### src/rtl/palette_arbiter.sv
// Round-robin arbiter sharing one registered palette lookup between the start and final screens.
// Optional feature: define PALETTE_ROTATE_EN to rotate the final palette by one entry per frame_tick.
module palette_arbiter (
  input  logic        clk,
  input  logic        rst_n,
  input  logic        s_valid,
  input  logic [3:0]  s_index,
  output logic        s_ready,
  input  logic        f_valid,
  input  logic [1:0]  f_index,
  output logic        f_ready,
  input  logic        frame_tick,
  output logic        out_valid,
  input  logic        out_ready,
  output logic [11:0] rgb,
  output logic        out_src
);

  logic        last_src;
  logic        s1_valid;
  logic        s1_src;
  logic [3:0]  s1_index;
  logic        s2_valid;
  logic        s2_src;
  logic [11:0] s2_rgb;

  logic        grant_s;
  logic        grant_f;
  logic        s2_free;
  logic        s1_free;
  logic        s1_adv;
  logic        s_acc;
  logic        f_acc;
  logic [1:0]  final_index;
  logic [11:0] decoded;

  // When both requesters are valid, the one that did not win last time gets the slot.
  always_comb begin
    grant_s = s_valid & (~f_valid | last_src);
    grant_f = f_valid & (~s_valid | ~last_src);
    s2_free = ~s2_valid | out_ready;
    s1_adv  = s1_valid & s2_free;
    s1_free = ~s1_valid | s2_free;
    s_ready = rst_n & grant_s & s1_free;
    f_ready = rst_n & grant_f & s1_free;
    s_acc   = s_valid & s_ready;
    f_acc   = f_valid & f_ready;
  end

`ifdef PALETTE_ROTATE_EN
  logic [1:0] rot_offset;

  always_ff @(posedge clk) begin
    if (!rst_n)
      rot_offset <= 2'd0;
    else if (frame_tick)
      rot_offset <= rot_offset + 2'd1;
  end

  assign final_index = s1_index[1:0] + rot_offset;
`else
  logic unused_tick;

  assign unused_tick = frame_tick;
  assign final_index = s1_index[1:0];
`endif

  always_comb begin
    decoded = 12'hF0F;
    if (s1_src) begin
      case (final_index)
        2'd0:    decoded = 12'hFE0;
        2'd1:    decoded = 12'h799;
        2'd2:    decoded = 12'hFFF;
        default: decoded = 12'hBE9;
      endcase
    end else begin
      case (s1_index)
        4'd0:    decoded = 12'hBEB;
        4'd1:    decoded = 12'hDD0;
        4'd2:    decoded = 12'hFFF;
        4'd3:    decoded = 12'hC54;
        4'd4:    decoded = 12'h7BA;
        4'd5:    decoded = 12'h6CB;
        4'd6:    decoded = 12'h435;
        4'd7:    decoded = 12'hAC5;
        default: decoded = 12'hF0F;
      endcase
    end
  end

  // Stage 1 may refill in the same cycle it hands its entry to stage 2.
  always_ff @(posedge clk) begin
    if (!rst_n) begin
      last_src <= 1'b1;
      s1_valid <= 1'b0;
      s1_src   <= 1'b0;
      s1_index <= 4'd0;
      s2_valid <= 1'b0;
      s2_src   <= 1'b0;
      s2_rgb   <= 12'h000;
    end else begin
      if (s_acc | f_acc) begin
        last_src <= f_acc;
        s1_valid <= 1'b1;
        s1_src   <= f_acc;
        s1_index <= f_acc ? {2'b00, f_index} : s_index;
      end else if (s1_adv) begin
        s1_valid <= 1'b0;
      end

      if (s1_adv) begin
        s2_valid <= 1'b1;
        s2_src   <= s1_src;
        s2_rgb   <= decoded;
      end else if (out_ready) begin
        s2_valid <= 1'b0;
      end
    end
  end

  assign out_valid = s2_valid;
  assign rgb       = s2_rgb;
  assign out_src   = s2_src;

endmodule

### config.mk
export PLATFORM = sky130hd
export DESIGN_NAME = palette_arbiter
export DESIGN_NICKNAME = d
export VERILOG_FILES = /design/src/rtl/palette_arbiter.sv
export SDC_FILE = /design/constraint.sdc
export NUM_CORES = 1
export LEC_CHECK = 0
export CORE_ASPECT_RATIO = 0.6
export CORE_MARGIN = 3
export CORE_UTILIZATION = 32
export DETAILED_ROUTE_END_ITERATION = 16
export GPL_TIMING_DRIVEN = 1
export PLACE_DENSITY = 0.65
export SLEW_MARGIN = 15
export SYNTH_ARGS = -nofsm -noshare
export SYNTH_HDL_FRONTEND = slang
export SYNTH_SLANG_ARGS = --single-unit
### constraint.sdc
create_clock -name clk -period 4.4 [get_ports clk]
set_input_delay 1.1 -clock clk [delete_from_list [all_inputs] [get_ports clk]]
set_output_delay 1.1 -clock clk [all_outputs]
set_load 0.1 [all_outputs]
==> impl_metrics.ini <==
[run_status]
status = completed

[power_and_ir_drop]
p_switching_w = 0.000254
p_int_w = 0.000504
comb_power_share_pct = 26.5
vdd_drop_max_mv = 0.209
p_seq_share_pct = 43.6
power.density_nw_per_um2 = 435
total_power_w = 0.000758
cellLeakagePower_nw = 0.671
swShare_pct = 33.5
power_frac_clock_pct = 29.9

[layout]
final_common_cell = dfxtp_1
fin_util_pct = 45.5
final_nets = 189
multiInputGateArea_sq_um = 633
finalInstanceArea_sq_um = 1740
syn_to_final_growth_pct = 30.7
final_cell_mix = dfxtp_1 (32), clkdlybuf4s50_1 (24), nand2_1 (19)
diodes = 0
fill_cells = 352
regArea_sq_um = 641
drive_above_1_share_pct = 9.77

[flow_run]
cap_viol_max_count = 0

[worst_setup_path]
worstPathRequired_ns = 3.30
arrival_ns = 2.48
path_class = in -> out
cp-end-kind = primary output
crit_end = f_ready
r2r-start = s1_valid
worstSetupStartpointType = input pin
r2r_cells = 5
cp_max_fo = 6
startpoint = out_ready
r2r_slack_ns = 2.77

[yosys]
syn_nets = 162
synth_edf_count = 0
async_flop_share_pct = 0
synth-seq-cells = 32
syn_avg_cell_area_sq_um = 9.12
netlist_area_sq_um = 1330
syn_inst = 146
synth-main-ff-cell = dfxtp_1
yosysWarningCount = 0
yosysSeqAreaShare_pct = 48.1
synth_cell_types = 37

[routing]
via_count = 1105
drt_wl_total_mm = 3.02
drtAntennaViolNets = 0
firstDrtPassIters = 4
wl_per_cell_um = 13.7
remaining_drc_errors = 0
initialDrtViolationCount = 76
via_per_inst = 5.00

[floorplan]
core_sq_um = 3830
initial_utilization_pct = 34.8
die_h_um = 56.0
top_level_ports = 28
chipWidth_um = 89.3
rows = 17
dieArea_sq_um = 5000

[sta]
finClkSkew_ns = 0.00563
period_share_pct = 81.3
drv_slew = 0
setup_tns_ns = 0
hold_ws_ns = 0.463
min_period_ns = 3.58
worstMarginPinSlew_ns = 0.975
timing.fmax_mhz = 280
rsz0062_at_grt = false
hold_violations = 0
slew_headroom_pct = 34.8
finalSetupViolCount = 0

[global_routing]
antenna_found_initial = 0
grt_pass1_wl_mm = 5.06
overflow = 0
grt_usage_pct = 13.3
grt_pass1_vias = 1104
grt_max_degree = 18

[clock_tree]
post_cts_buffers = 0
cts-root-buf = clkbuf_8
clk_path_buf_depth = 2
cts_tree = yes
cts_buffers = 5
h-tree-depth = 2
cts_sinks = 32
clkTransAtPathRegs_ns = 0.06
cts_resized = 0
clk_latency_ns = 0.28
hold_buffers = 0

[place]
gp_congestion = 0.787
port_buffers = 26
post_dp_cell_area_sq_um = 1650
place.detailed.hpwl_mm = 2.30

[worst_hold_path]
holdCritPathClass = reg -> reg
==> worst min-delay path by stage <==
stage | start | to | slack [ns] | depth (start not counted)
3_5_place_dp | rgb[11] | rgb[11] | 0.46 | 2
4_1_cts | rgb[11] | rgb[11] | 0.47 | 2
5_1_grt | rgb[11] | rgb[11] | 0.49 | 2
3_3_place_gp | rgb[11] | rgb[11] | 0.46 | 2
2_1_floorplan | register | rgb[5] | 0.45 | 2
6_report | rgb[11] | rgb[11] | 0.46 | 2
==> layout make-up <==
class / count / share of cell area, %
well taps: 47 / 3.38
clock buffers: 8 / 5.18
inverters: 8 / 1.73
repair buffers: 27 / 16.5
multi-input cells: 99 / 36.4
flip-flops and latches: 32 / 36.8
==> critical path: stages <==
cell and delay (ns):
clkdlybuf4s50_1 0.48, nand3b_1 0.24, nand2_1 0.17, nor2_1 0.26, buf_12 0.22
==> power by group through the flow <==
stage	Sequential (W)	Clock [W]	Combinational, W
after floorplan	0.000413	0	0.0000706
after global placement	0.000336	0	0.000198
after detailed placement	0.000337	0	0.000201
after CTS	0.000330	0.000233	0.000202
after global routing	0.000334	0.000242	0.000214
final	0.000330	0.000226	0.000201
==> logic make-up after synthesis <==
logic type	count (synthesis)	synth area share, %
AO/OA/AOI/OAI	37	21.9
XOR/XNOR	1	0.658
adder cells (fa/ha/maj)	5	4.61
buffers and inverters	15	4.32
flip-flops	32	48.1
AND/OR/NAND/NOR	56	20.4
==> cells in the mapped netlist, types with 2 or more instances <==
master     number  share of area [%]
nor2_1         14                3.9
nand3_1         2               0.75
nor2b_1         4                1.9
o211ai_1        4                2.3
a21boi_0        7                3.9
a22oi_1         5                2.8
a21oi_1         5                1.9
o21ai_0         4                1.5
o2bb2ai_1       2                1.3
nand3b_1        2                1.1
nor3b_1         3                1.7
nor3_1          3                1.1
dfxtp_1        32                 48
nand2b_1        4                1.9
inv_1           7                2.0
nand2_1        19                5.4
clkbuf_1        6                1.7
ha_1            4                3.8
==> layer usage <==
layer,share of wire (%),vias to the layer above,global-route usage [%]
li1,-,558,-
met1,48,511,17.7
met2,45,31,19.9
met3,5.9,5,4.44
met4,1.1,0,4.46
met5,0,-,0
==> metrics by stage <==
step	std cells	setup WS (ns)
after floorplan	146	0.524
after global placement	213	0.877
after detailed placement	213	0.849
after CTS	221	0.831
after global routing	221	0.727
final	221	0.825
Note: power is estimated with default switching activity, not from simulation.
